`src/rtl/ps2_host_rx_if.sv`:
```
// rtl/ps2_host_rx_if.sv - received-byte valid/ready stream between the PS/2 receiver and its consumer
//
// Purpose: carries the byte at the head of the receive FIFO to downstream logic.
// Signals:
//   rx_data  [7:0]  byte at the FIFO head, 8'h00 when empty (producer -> consumer)
//   rx_valid        FIFO non-empty (producer -> consumer)
//   rx_ready        consumer accepts rx_data this cycle (consumer -> producer)
// Modports:
//   master  the receiver (drives rx_data/rx_valid)
//   slave   the consumer (drives rx_ready)

interface ps2_host_rx_if;
  logic [7:0] rx_data;
  logic       rx_valid;
  logic       rx_ready;

  modport master (output rx_data, output rx_valid, input rx_ready);
  modport slave  (input rx_data, input rx_valid, output rx_ready);
endinterface

```
`src/rtl/ps2_host_rx.sv`:
```
// rtl/ps2_host_rx.sv - host-side PS/2 frame receiver with show-ahead byte FIFO
//
// Purpose: synchronises ps2_clk/ps2_dat, deserialises 11-bit frames
// (start 0, d0..d7 LSB first, odd parity, stop 1) on ps2_clk falling edges,
// checks start/parity/stop and a per-bit timeout, and queues good bytes.
// Ports:
//   Clock       system clock (at least 6x ps2_clk)
//   Resetn      synchronous active-low reset
//   ps2_clk     PS/2 clock line, idles high
//   ps2_dat     PS/2 data line, idles high
//   rx          byte stream out (rx_data/rx_valid/rx_ready), master side
//   parity_err  1-cycle pulse: frame had even parity, byte dropped
//   frame_err   1-cycle pulse: bad start, bad stop or timeout, frame dropped
//   overflow    1-cycle pulse: good byte dropped because the FIFO was full
//   fifo_count  number of bytes currently queued

module ps2_host_rx #(
  parameter int FIFO_DEPTH     = 8,
  parameter int TIMEOUT_CYCLES = 64
) (
  input  logic                          Clock,
  input  logic                          Resetn,
  input  logic                          ps2_clk,
  input  logic                          ps2_dat,
  ps2_host_rx_if.master                 rx,
  output logic                          parity_err,
  output logic                          frame_err,
  output logic                          overflow,
  output logic [$clog2(FIFO_DEPTH):0]   fifo_count
);

  localparam int AW    = $clog2(FIFO_DEPTH);
  localparam int TMO_W = $clog2(TIMEOUT_CYCLES + 1);

  typedef enum logic [1:0] {
    S_IDLE,
    S_DATA,
    S_PARITY,
    S_STOP
  } state_t;

  // ---------------------------------------------------------------------
  // Line synchronisers and falling-edge detect. Everything resets to 1
  // (the idle level) so leaving reset can never look like a clock edge.
  // ---------------------------------------------------------------------
  logic clk_meta, clk_s, clk_prev;
  logic dat_meta, dat_s;
  logic fall;

  always_ff @(posedge Clock) begin
    if (!Resetn) begin
      clk_meta <= 1'b1;
      clk_s    <= 1'b1;
      clk_prev <= 1'b1;
      dat_meta <= 1'b1;
      dat_s    <= 1'b1;
    end else begin
      clk_meta <= ps2_clk;
      clk_s    <= clk_meta;
      clk_prev <= clk_s;
      dat_meta <= ps2_dat;
      dat_s    <= dat_meta;
    end
  end

  assign fall = clk_prev & ~clk_s;

  // ---------------------------------------------------------------------
  // Frame FSM
  // ---------------------------------------------------------------------
  state_t           state, state_nxt;
  logic [7:0]       shift, shift_nxt;
  logic [2:0]       bit_cnt, bit_cnt_nxt;
  logic             par, par_nxt;
  logic [TMO_W-1:0] tmo_cnt, tmo_nxt;
  logic             timeout;
  logic             push;
  logic             perr_nxt, ferr_nxt;

  always_ff @(posedge Clock) begin
    if (!Resetn) begin
      state   <= S_IDLE;
      shift   <= 8'h00;
      bit_cnt <= 3'd0;
      par     <= 1'b0;
      tmo_cnt <= '0;
    end else begin
      state   <= state_nxt;
      shift   <= shift_nxt;
      bit_cnt <= bit_cnt_nxt;
      par     <= par_nxt;
      tmo_cnt <= tmo_nxt;
    end
  end

  // The counter would reach TIMEOUT_CYCLES on this edge: abort instead.
  assign timeout = (state != S_IDLE) && !fall &&
                   (tmo_cnt == TMO_W'(TIMEOUT_CYCLES - 1));

  always_comb begin
    state_nxt   = state;
    shift_nxt   = shift;
    bit_cnt_nxt = bit_cnt;
    par_nxt     = par;
    tmo_nxt     = '0;
    push        = 1'b0;
    perr_nxt    = 1'b0;
    ferr_nxt    = 1'b0;

    if (state != S_IDLE && !fall) begin
      tmo_nxt = tmo_cnt + 1'b1;
    end

    case (state)
      S_IDLE: begin
        if (fall) begin
          if (!dat_s) begin
            state_nxt   = S_DATA;
            bit_cnt_nxt = 3'd0;
          end else begin
            ferr_nxt = 1'b1;
          end
        end
      end
      S_DATA: begin
        if (fall) begin
          shift_nxt   = {dat_s, shift[7:1]};
          bit_cnt_nxt = bit_cnt + 3'd1;
          if (bit_cnt == 3'd7) begin
            state_nxt = S_PARITY;
          end
        end
      end
      S_PARITY: begin
        if (fall) begin
          par_nxt   = dat_s;
          state_nxt = S_STOP;
        end
      end
      S_STOP: begin
        if (fall) begin
          state_nxt = S_IDLE;
          // frame_err wins over parity_err; one pulse per frame at most
          if (!dat_s) begin
            ferr_nxt = 1'b1;
          end else if (^{shift, par} == 1'b0) begin
            perr_nxt = 1'b1;
          end else begin
            push = 1'b1;
          end
        end
      end
      default: begin
        state_nxt = S_IDLE;
      end
    endcase

    if (timeout) begin
      state_nxt = S_IDLE;
      ferr_nxt  = 1'b1;
      tmo_nxt   = '0;
    end
  end

  // ---------------------------------------------------------------------
  // Show-ahead FIFO. A push while full is still accepted when a pop
  // frees the head slot in the same cycle.
  // ---------------------------------------------------------------------
  logic [7:0]    mem [FIFO_DEPTH];
  logic [AW-1:0] wr_ptr, rd_ptr;
  logic [AW:0]   count;
  logic          full, empty, pop, wr_en, ovf_nxt;

  assign full    = (count == (AW+1)'(FIFO_DEPTH));
  assign empty   = (count == '0);
  assign pop     = ~empty & rx.rx_ready;
  assign wr_en   = push & (~full | pop);
  assign ovf_nxt = push & full & ~pop;

  always_ff @(posedge Clock) begin
    if (wr_en) begin
      mem[wr_ptr] <= shift;
    end
  end

  always_ff @(posedge Clock) begin
    if (!Resetn) begin
      wr_ptr     <= '0;
      rd_ptr     <= '0;
      count      <= '0;
      parity_err <= 1'b0;
      frame_err  <= 1'b0;
      overflow   <= 1'b0;
    end else begin
      if (wr_en) begin
        wr_ptr <= wr_ptr + 1'b1;
      end
      if (pop) begin
        rd_ptr <= rd_ptr + 1'b1;
      end
      case ({wr_en, pop})
        2'b10:   count <= count + 1'b1;
        2'b01:   count <= count - 1'b1;
        default: count <= count;
      endcase
      parity_err <= perr_nxt;
      frame_err  <= ferr_nxt;
      overflow   <= ovf_nxt;
    end
  end

  assign rx.rx_valid = ~empty;
  assign rx.rx_data  = empty ? 8'h00 : mem[rd_ptr];
  assign fifo_count  = count;

endmodule

```
`src/flat_wrapper.sv`:
```
// flat-port wrapper written by rule: the top's interface ports become plain ports
module ps2_host_rx_flat 
#(
  parameter int FIFO_DEPTH     = 8,
  parameter int TIMEOUT_CYCLES = 64
)
  (Clock, Resetn, ps2_clk, ps2_dat, parity_err, frame_err, overflow, fifo_count, rx_rx_data, rx_rx_valid, rx_rx_ready);
  ps2_host_rx_if rx_i ();
  input  logic Clock;
  input  logic Resetn;
  input  logic ps2_clk;
  input  logic ps2_dat;
  output logic parity_err;
  output logic frame_err;
  output logic overflow;
  output logic [$clog2(FIFO_DEPTH):0] fifo_count;
  output wire logic [$bits(rx_i.rx_data)-1:0] rx_rx_data;
  output wire logic [$bits(rx_i.rx_valid)-1:0] rx_rx_valid;
  input wire logic [$bits(rx_i.rx_ready)-1:0] rx_rx_ready;
  assign rx_rx_data = rx_i.rx_data;
  assign rx_rx_valid = rx_i.rx_valid;
  assign rx_i.rx_ready = rx_rx_ready;
  ps2_host_rx #(.FIFO_DEPTH(FIFO_DEPTH), .TIMEOUT_CYCLES(TIMEOUT_CYCLES)) u_core (.Clock(Clock), .Resetn(Resetn), .ps2_clk(ps2_clk), .ps2_dat(ps2_dat), .rx(rx_i), .parity_err(parity_err), .frame_err(frame_err), .overflow(overflow), .fifo_count(fifo_count));
endmodule
```
`config.mk`:
```
export PLATFORM = sky130hd
export DESIGN_NAME = ps2_host_rx_flat
export DESIGN_NICKNAME = d
export VERILOG_FILES = /design/src/rtl/ps2_host_rx_if.sv /design/src/rtl/ps2_host_rx.sv /design/src/flat_wrapper.sv
export SDC_FILE = /design/constraint.sdc
export NUM_CORES = 1
export LEC_CHECK = 0
export ABC_AREA = 0
export BUFFER_PORTS_ARGS = -buffer_cell sky130_fd_sc_hd__buf_4
export CAP_MARGIN = 20
export CORE_MARGIN = 1.5
export CORE_UTILIZATION = 65
export CTS_CLUSTER_DIAMETER = 200
export DETAILED_ROUTE_END_ITERATION = 8
export PLACE_DENSITY = 0.84
export RECOVER_POWER = 50
export SLEW_MARGIN = 20
export SYNTH_ARGS = -nofsm -noshare
export SYNTH_HDL_FRONTEND = slang
export SYNTH_SLANG_ARGS = --single-unit
```
`constraint.sdc`:
```
create_clock -name Clock -period 3.9 [get_ports Clock]
set_input_delay 0 -clock Clock [delete_from_list [all_inputs] [get_ports Clock]]
set_output_delay 0 -clock Clock [all_outputs]
set_load 0.005 [all_outputs]
```
# Yosys cells after proc, flatten, opt, wreduce, memory -nomap -nowiden
# Memories as Yosys holds them, arrays and structs flattened. A register that Yosys moved wholly into a read port is not among the register bits.
# Cells that the tools add are included.
[totals]
reg_bits = 39
ram_bits = 64
input_bits = 5
output_inout_bits = 16
memories = 1
[mem_list]
columns = ["memory", "depth", "width", "rd", "rd_clocked_by_memory_dff", "wr", "line_no", "source"]
rows = [
  ["u_core.mem", 8, 8, 1, 1, 1, "ps2_host_rx.sv:169", "logic [7:0] mem [FIFO_DEPTH];"],
]
[op_classes]
add_sub_neg = 6
n_eq_ne = 14
n_mux = 28
bitwise = 12
reduce_logical = 16
[op_table]
columns = ["cell", "count"]
rows = [
  ["$mux 3", 5],
  ["$mux 1", 12],
  ["$mux 2", 6],
  ["$ne 2x1->1 const B", 5],
  ["$add 3x1->3 const B", 3],
  ["$reduce_xor 9->1", 1],
  ["$mux 8", 1],
  ["$pmux 2 s4", 1],
  ["$pmux 4 s2", 1],
  ["$reduce_and 4->1", 2],
  ["$add 7x1->7 const B", 1],
  ["$eq 7x6->1 const B", 1],
  ["$eq 2x2->1 const B", 3],
  ["$not 1->1", 6],
  ["$pmux 3 s2", 1],
  ["$reduce_and 6->1", 1],
  ["$reduce_bool 2->1", 3],
  ["$and 1x1->1", 5],
  ["$add 4x1->4 const B", 1],
  ["$eq 2x1->1 const B", 2],
  ["$eq 4x4->1 const B", 1],
  ["$logic_not 4->1", 1],
  ["$reduce_and 2->1", 2],
  ["$sub 4x1->4 const B", 1],
  ["9 further kinds", 10],
]

# Logic depth before layout (Yosys ltp)
# Gate-level depths: netlist (run 1).
[logic_depth]
depth_word = 8
depth_mapped = 12

# Least setup slack after synthesis (run 1)
# No wires, ideal clock.
[synth_path]
kind = "register to register"
startpoint = "register u_core.shift[2]"
endpoint = "memory u_core.mem[0][0], enable pin"
setup_ps = 395
arrival_time_ps = 2268
setup_slack_ps = 1237
stages_incl_launch_ff = 5
n_path_buf = 0
synth_period_minus_slack_ps = 2663
path_cell_list = "dfxtp_1 -> xor2_1 -> xnor3_2 -> mux2_4 -> nor4_1"
[synth_via]
elab_chain_len = 8
[synth_rtl]
columns = ["item", "line_no", "source"]
rows = [
  ["start, declared", "ps2_host_rx.sv:72", "logic [7:0] shift, shift_nxt;"],
  ["start signal, assigned", "ps2_host_rx.sv:89", "shift <= shift_nxt;"],
  ["$reduce_xor 9->1", "ps2_host_rx.sv:146", "end else if (^{shift, par} == 1'b0) begin"],
  ["$mux 1", "ps2_host_rx.sv:146", ""],
  ["$mux 1", "ps2_host_rx.sv:144", "if (!dat_s) begin"],
  ["$mux 1", "ps2_host_rx.sv:141", "if (fall) begin"],
  ["$mux 1", "ps2_host_rx.sv:114", "case (state)"],
  ["$and 1x1->1", "ps2_host_rx.sv:177", "assign wr_en = push & (~full | pop);"],
  ["$mux 1", "ps2_host_rx.sv:181", "if (wr_en) begin"],
  ["$mux 1 (not written as such)", "ps2_host_rx.sv:182", "mem[wr_ptr] <= shift;"],
  ["end, declared", "ps2_host_rx.sv:169", ""],
]
# No other way between the ends.

# Final worst setup path (run 1)
[layout_path]
startpoint = "register u_core.shift[5]"
endpoint = "register u_core.count[3], in the netlist u_core.fifo_count[3]"
[layout_via]
elab_chain_len = 8
word_cells_on_any_way = 10
cone_classes = "eq/ne: 2; mux: 5; bitwise: 1; reduce/logical: 2"
[layout_rtl]
columns = ["item", "line_no", "source"]
rows = [
  ["$reduce_xor 9->1 *", "ps2_host_rx.sv:146", ""],
  ["$mux 1 *", "ps2_host_rx.sv:146", ""],
  ["$mux 1 *", "ps2_host_rx.sv:144", ""],
  ["$mux 1 *", "ps2_host_rx.sv:141", ""],
  ["$mux 1 *", "ps2_host_rx.sv:114", ""],
  ["$and 1x1->1 *", "ps2_host_rx.sv:177", ""],
  ["$eq 2x1->1 / $eq 2x2->1 (equally long branches)", "ps2_host_rx.sv:201", "case ({wr_en, pop})"],
  ["$pmux 4 s2 / $reduce_bool 2->1 (equally long branches)", "-", ""],
  ["end signal, assigned", "ps2_host_rx.sv:202", "2'b10: count <= count + 1'b1;"],
  ["end signal, assigned", "ps2_host_rx.sv:203", "2'b01: count <= count - 1'b1;"],
  ["end signal, assigned", "ps2_host_rx.sv:204", "default: count <= count;"],
  ["end, declared", "ps2_host_rx.sv:171", "logic [AW:0] count;"],
]
# Every way passes the cells marked *; elsewhere a longest branch is shown, timed or not.
# A chain may end at the register's enable or synchronous reset.

==> metrics.txt, run 1 <==
Max Transition Viols Final 0; CORE AREA 0.00642 mm^2; P_leak 1.74 nW; relative slew slack 38.9%; initial antenna violation count 0; Max VDD drop 0.328 mV; drt first-iter violations 102; setup slack after layout 0.872 ns; unrepaired setup endpoints after global routing false; Setup-failing EPs final 0; sw frac 25.7%; Std-Cell Rows 29; setup TNS 0 ns; Max Freq 0.330 GHz; layout cells sized above 1 17.0%; fin nets 365; register area share after synthesis 63.1%; Worst EP arrival 3.32 ns; CP Class reg -> reg; Overall Power 2.21 mW; Skew-Pair Late Insertion Delay 0.36 ns; HPWL after DPL 5070 um; Root Buffer clkbuf_8; DR pass1 iterations 6; Sequential Power Share 56.3%; first-pass GRT wire length 12500 um; top cell type's share of synthesized area 43.9%; die height 85.1 um; RD Place Congestion 0.810; crit path launch type flip-flop; Reg clk slew, reported paths 0.10 ns; Finished Cell Area 0.00486 mm^2; clock buffer count from CTS 9; Clock power frac 29.5%; Final Util 75.7%; Reg2Reg Depth 11; port bufs 20; TritonCTS clock tree built; Syn Nets 334; Worst Hold Class in -> reg; max_cap viols 0; Top Ports 21; fin crit share 77.6%; Initial Util 68.2%; number of global-route vias before repair 2549; Placed Cells 409; antenna fix cells 0; status complete, but fails checks; post-placement cell area 0.00463 mm^2; Worst EP required 4.19 ns; synth warn 0; Cells after Synth 317; Clock Path Buffers 2; Psw 566 uW; total wire length 7550 um; hold path depth 4; post-route insts no fill 430; Final Skew 0.0138 ns; combinational share of power 14.3%; Pwr Density 453 mW/mm^2; Unique masters post-synth 40; Via density 5.93; Int Power 1.64 mW; post-route minimum period 3.03 ns; DR vias 2548; GR Util All Layers 22.9%; number of gates resized after cts 0; pin count of the biggest net entering global routing 21; CP max FO 11; CTS Hold Buffers Added 5; post-synthesis cell area 0.00438 mm^2; most common cell after layout, fill and taps aside edfxtp_1; # fillers 407; drt drc 1; Num Clock Sinks 106; CP endpoint kind flip-flop; H-tree Lvls 3; pin slew with the least headroom to its limit 0.914 ns; Die X 85.1 um; failing checks design-rule violations; Routed WL per cell 17.6 um; overflow left after global routing 0; Reg2Reg Setup Slack 0.87 ns; post-synth top area cell edfxtp_1; die area 0.00724 mm^2; FF+latch count, synth 106; setup slack at placement 0.944 ns; commonest non-fill, non-tap cells in the layout edfxtp_1 (64), dfxtp_1 (41), nor2_1 (33); syn_area_per_cell 13.8 um^2; Area growth, synth to finish 11.1%; Final Hold Viols 0; final hold slack 0.142 ns; top cells by area in the synthesized netlist edfxtp_1 (44%), dfxtp_1 (19%), mux4_2 (8.2%); postcts setup bufs 0; Post-DRT Antenna Nets 0
[metal layers]
| metal | up-vias | global-route usage, % | share of wire, % |
|---|---|---|---|
| met5 | - | 0 | 0 |
| li1 | 1219 | - | - |
| met4 | 0 | 10.7 | 1.9 |
| met1 | 1243 | 29.7 | 44 |
| met2 | 74 | 38.1 | 50 |
| met3 | 12 | 3.79 | 4.4 |
[layout make-up]
type	count	area (um^2)	area share, %
Inverter	9	33.8	0.694
Sequential cell	106	2760	56.8
Multi-Input combinational cell	191	1540	31.6
Timing Repair Buffer	31	238	4.89
Tap cell	77	96.3	1.98
Clock inverter	5	41.3	0.849
Clock buffer	11	153	3.14
[final timing paths]
path                         from                    to
hold / removal        rx_rx_ready       u_core.overflow
setup / recovery  u_core.shift[5]  u_core.fifo_count[3]
hold reg to reg   u_core.dat_meta          u_core.dat_s
setup reg to reg  u_core.shift[5]  u_core.fifo_count[3]
[synthesized netlist by cell type (all sizes together)]
library cell	number
buf	4
xor3	1
a21o	1
nand2	25
edfxtp	64
and3	3
and4b	1
o21ai	3
or2	1
clkbuf	7
nor2	33
mux2i	18
xnor2	8
a21oi	13
xnor3	2
fa	1
or3	2
nand2b	13
nand3	11
o22ai	1
nor2b	2
xor2	5
a211oi	1
dfxtp	42
o211ai	2
nand3b	2
o2bb2ai	1
o21a	1
ha	11
inv	9
a32oi	2
nor4	3
mux4	16
mux2	1
nor3	7
[cells by family (layout without fill, tap and decap cells)]
logic type,after synthesis,after routing,share of synthesized area (%)
xor+xnor,16,16,4.20
flops,106,106,63.1
simple gates,103,103,11.2
fa+ha+maj,12,12,3.60
compound gates,25,25,3.43
mux,35,35,12.8
buf+inv,20,56,1.77
[critical path, cell delays in order (launching register included)]
cell and delay, ns:
dfxtp_1 0.56, xnor2_1 0.21, xnor3_1 0.46, mux2i_2 0.34, nand2b_1 0.20, inv_1 0.08
ha_1 0.27, a21o_1 0.10, a21oi_1 0.07, or2_2 0.28, o22ai_1 0.17, mux2i_1 0.21
[registers in the layout, indices dropped and copies added, names as in the netlist, 2 cells and up, named ones only]
signal,count
u_core.bit_cnt,3
u_core.fifo_count,4
u_core.mem,64
u_core.rd_ptr,3
u_core.shift,8
u_core.state,2
u_core.tmo_cnt,7
u_core.wr_ptr,3
[power by group through the flow]
stage / registers (mW) / clock network [mW] / logic [mW]
3_3_place_gp: 1.27 / 0 / 0.310
2_1_floorplan: 1.24 / 0 / 0.235
4_1_cts: 1.24 / 0.659 / 0.323
5_1_grt: 1.25 / 0.701 / 0.345
3_5_place_dp: 1.27 / 0 / 0.318
6_report: 1.24 / 0.650 / 0.315
No activity file was read; power rests on OpenSTA's default activity.
==> inputs of run 2 (changes only) <==
--- a/config.mk
+++ b/config.mk
@@ -5,14 +5,14 @@
 export SDC_FILE = /design/constraint.sdc
 export NUM_CORES = 1
 export LEC_CHECK = 0
-export ABC_AREA = 0
+export ABC_AREA = 1
 export BUFFER_PORTS_ARGS = -buffer_cell sky130_fd_sc_hd__buf_4
 export CAP_MARGIN = 20
 export CORE_MARGIN = 1.5
-export CORE_UTILIZATION = 65
+export CORE_UTILIZATION = 60
 export CTS_CLUSTER_DIAMETER = 200
 export DETAILED_ROUTE_END_ITERATION = 8
-export PLACE_DENSITY = 0.84
+export PLACE_DENSITY = 0.78
 export RECOVER_POWER = 50
 export SLEW_MARGIN = 20
 export SYNTH_ARGS = -nofsm -noshare
==> constraint.sdc (replaced) <==
create_clock -name Clock -period 2.9 [get_ports Clock]
set_input_delay 0 -clock Clock [delete_from_list [all_inputs] [get_ports Clock]]
set_output_delay 0 -clock Clock [all_outputs]
set_load 0.005 [all_outputs]
==> metrics.txt, run 2 <==
TritonCTS clock tree built; number of synthesized flops with an enable pin 64 (unchanged); post-route insts no fill 587 (+37%); Cells after Synth 446 (+41%); CP endpoint u_core.fifo_count[3]; Post-DRT Antenna Nets 0 (unchanged); initial antenna violation count 0 (unchanged); largest stage delay on the critical path 0.47 ns (-0.09 ns); top cell type's share of synthesized area 43.6% (-0.27 points); FF+latch count, synth 106 (unchanged); Synth async-reset ratio 0% (unchanged); critical path's most frequent cell nand2_1; fin nets 500 (+37%); post-route minimum period 2.52 ns (-0.507 ns); Reg clk slew, reported paths 0.11 ns (about the same); register with the most flip-flops u_core.mem; P_leak 1.84 nW (+6.1%); Reg2Reg Depth 20 (+9); cell count along the critical path 20 (+9); Routed WL per cell 14.8 um (-16%); H-tree Lvls 3 (unchanged); DR vias 3205 (+26%); Reg2Reg Setup Slack 0.38 ns (-0.49 ns); max reg flops 64 (unchanged); pin count of the biggest net entering global routing 33 (+57%); # fillers 522 (+28%); top cells by area in the synthesized netlist edfxtp_1 (44%), dfxtp_1 (19%), nor2_1 (6.3%); overflow left after global routing 0 (unchanged); multi-input logic area 0.00144 mm^2 (-6.6%); Max Transition Viols Final 0 (unchanged); post-synthesis cell area 0.00441 mm^2 (+0.63%); number of global-route vias before repair 2871 (+13%); port bufs 20 (unchanged); DR pass1 iterations 4 (-2); Syn Nets 463 (+39%); total wire length 8690 um (+15%); setup slack at placement 0.299 ns (-0.645 ns); max_cap viols 0 (unchanged); HPWL after DPL 5570 um (+10%); crit-path cells inv_2 -> nand2_1 -> nand3_1 -> nand2_1 -> nand2_1 -> nand3_1 -> nand2_2 -> inv_1 -> nand2_1 -> nand2_1 -> inv_1 -> ha_1 -> nand2_1 -> nor2_1 -> a211oi_1 -> nand2_1 -> nand2_1 -> nand3_1 -> nand2_1 -> nor2_1; syn_area_per_cell 9.88 um^2 (-28%); unrepaired setup endpoints after global routing false; Max Freq 0.397 GHz (+20%); Primary FF master, synth edfxtp_1; clock buffer count from CTS 9 (unchanged); top cells by count, synth nor2_1 (74), edfxtp_1 (64), nand2_1 (58); Root Buffer clkbuf_8; Std-Cell Rows 31 (+6.9%); Final Util 69.3% (-6.5 points); Placed Cells 568 (+39%); status finished, final reports clean; Die X 88.7 um (+4.3%); crit path from u_core.shift[1]; CP endpoint kind flip-flop; Num Clock Sinks 106 (unchanged); Final Hold Viols 0 (unchanged); Via density 5.46 (-7.9%); setup slack after layout 0.379 ns (-0.493 ns); drt drc 0 (-1); Area growth, synth to finish 12.8%; die height 88.7 um (+4.3%); CP bufs+invs 3 (+2); Largest regs u_core.mem (64), u_core.shift (8), u_core.tmo_cnt (7); most common cell after layout, fill and taps aside nor2_1; antenna fix cells 0 (unchanged); relative slew slack 41.8% (+3.0 points); synth warn 0 (unchanged); pin slew with the least headroom to its limit 0.871 ns (-0.0424 ns); fin crit share 86.9% (+9.3 points); register area share after synthesis 62.7% (-0.39 points); Worst EP arrival 2.79 ns (-0.53 ns); crit path launch type flip-flop; Skew-Pair Late Insertion Delay 0.37 ns (about the same); Worst Hold Class in -> reg; first-pass GRT wire length 13200 um (+5.7%); setup TNS 0 ns (unchanged); Clock Path Buffers 2 (unchanged); most numerous cell in the Yosys netlist nor2_1; CP delay by family, top simple AND/OR/NAND/NOR gates; Reg area 0.00277 mm^2 (about the same); Overall Power 3.83 mW (+74%); Max VDD drop 0.401 mV (+22%); GR Util All Layers 22.6% (-0.26 points); Setup-failing EPs final 0 (unchanged); die area 0.00787 mm^2 (+8.7%); Unique masters post-synth 30 (-25%); RD Place Congestion 0.786 (-3.0%); Final Skew 0.0142 ns (+0.000448 ns); Pwr Density 771 mW/mm^2 (+70%); CP max FO 12 (+1); CP Class reg -> reg; commonest non-fill, non-tap cells in the layout nor2_1 (74), edfxtp_1 (64), nand2_1 (58); layout cells sized above 1 12.5% (-4.5 points); CORE AREA 0.00718 mm^2 (+12%); drt first-iter violations 197 (+93%); Initial Util 61.4% (-6.8 points); worst r2r src u_core.shift[1]; postcts setup bufs 0 (unchanged); slowest CP cell dfxtp_2; Top Ports 21 (unchanged); r2r endpoint u_core.fifo_count[3]; post-synth top area cell edfxtp_1; Worst EP required 3.17 ns (-1.02 ns)
==> run 2: changes by cell type after synthesis, moves of 7 or more <==
| cell | before | now |
|---|---|---|
| a31oi_1 | 0 | 8 |
| nor2_1 | 33 | 74 |
| mux4_2 | 16 | 0 |
| o21ai_0 | 2 | 54 |
| nor3_1 | 7 | 14 |
| xnor2_1 | 8 | 0 |
| o22ai_1 | 1 | 8 |
| a21oi_1 | 13 | 22 |
| nand2_1 | 25 | 58 |
| nand2b_1 | 13 | 0 |
| inv_1 | 9 | 40 |
| mux2i_1 | 17 | 0 |
==> run 2: cell type report <==
type	instances	area share [%]
Tap cell	99	2.49
Sequential cell	106	55.6
Timing Repair Buffer	39	5.59
Clock inverter	7	1.71
Multi-Input combinational cell	285	28.9
Clock buffer	9	2.49
Inverter	42	3.17
==> run 2: kinds of logic (layout without fill, tap and decap cells) <==
logic type	count (synthesis)	in the layout	synth area share (%)
simple gates	173	173	16.6
xor+xnor	4	4	0.795
compound gates	96	96	11.6
fa+ha+maj	12	12	3.58
flops	106	106	62.7
buf+inv	55	97	4.71
==> run 2: timing repair <==
action | 4_1_cts | 5_1_grt
setup endpoints to repair | 0 | 1
resized for setup | 0 | 3
hold buffers | 3 | 0
hold endpoints to repair | 19 | 0
==> run 2: worst reg2reg max path: stages (launching register included) <==
cell      delay, ns
dfxtp_2        0.47
inv_2          0.07
nand2_1        0.06
nand3_1        0.09
nand2_1        0.07
nand2_1        0.06
nand3_1        0.10
nand2_2        0.10
inv_1          0.08
nand2_1        0.06
nand2_1        0.17
inv_1          0.09
ha_1           0.33
nand2_1        0.08
nor2_1         0.04
a211oi_1       0.23
nand2_1        0.08
nand2_1        0.09
nand3_1        0.07
nand2_1        0.06
nor2_1         0.05
==> run 2: where the power goes <==
group          leakage (nW)  internal [mW]  switching (mW)
clock                0.0999          0.415           0.520
combinational         0.851          0.474           0.712
sequential            0.892           1.65          0.0610
==> run 2: metal layers <==
layer,vias up,share of wire (%),GRT usage (%)
met3,18,5.9,4.85
met2,97,50,39.1
met5,-,0,0
li1,1590,-,-
met4,0,1.9,10.2
met1,1500,42,27.2
==> run 2: worst min path at each step <==
stage	startpoint	endpoint	slack (ns)	cells after the start
after floorplan	ps2_clk	u_core.clk_meta	0.11	1
after global placement	ps2_dat	u_core.dat_meta	0.19	2
after detailed placement	ps2_dat	u_core.dat_meta	0.19	2
after CTS	rx_rx_ready	u_core.overflow	0.06	6
after global routing	rx_rx_ready	u_core.overflow	0.07	6
final	rx_rx_ready	u_core.overflow	0.06	6
==> run 2: stage by stage <==
stage | instance area [um^2] | hold slack [ns]
detailed placement | 4750 | 0.190
global placement | 4750 | 0.188
finish | 4970 | 0.0626
global route | 4970 | 0.0734
CTS | 4990 | 0.0645
floorplan | 4410 | 0.107
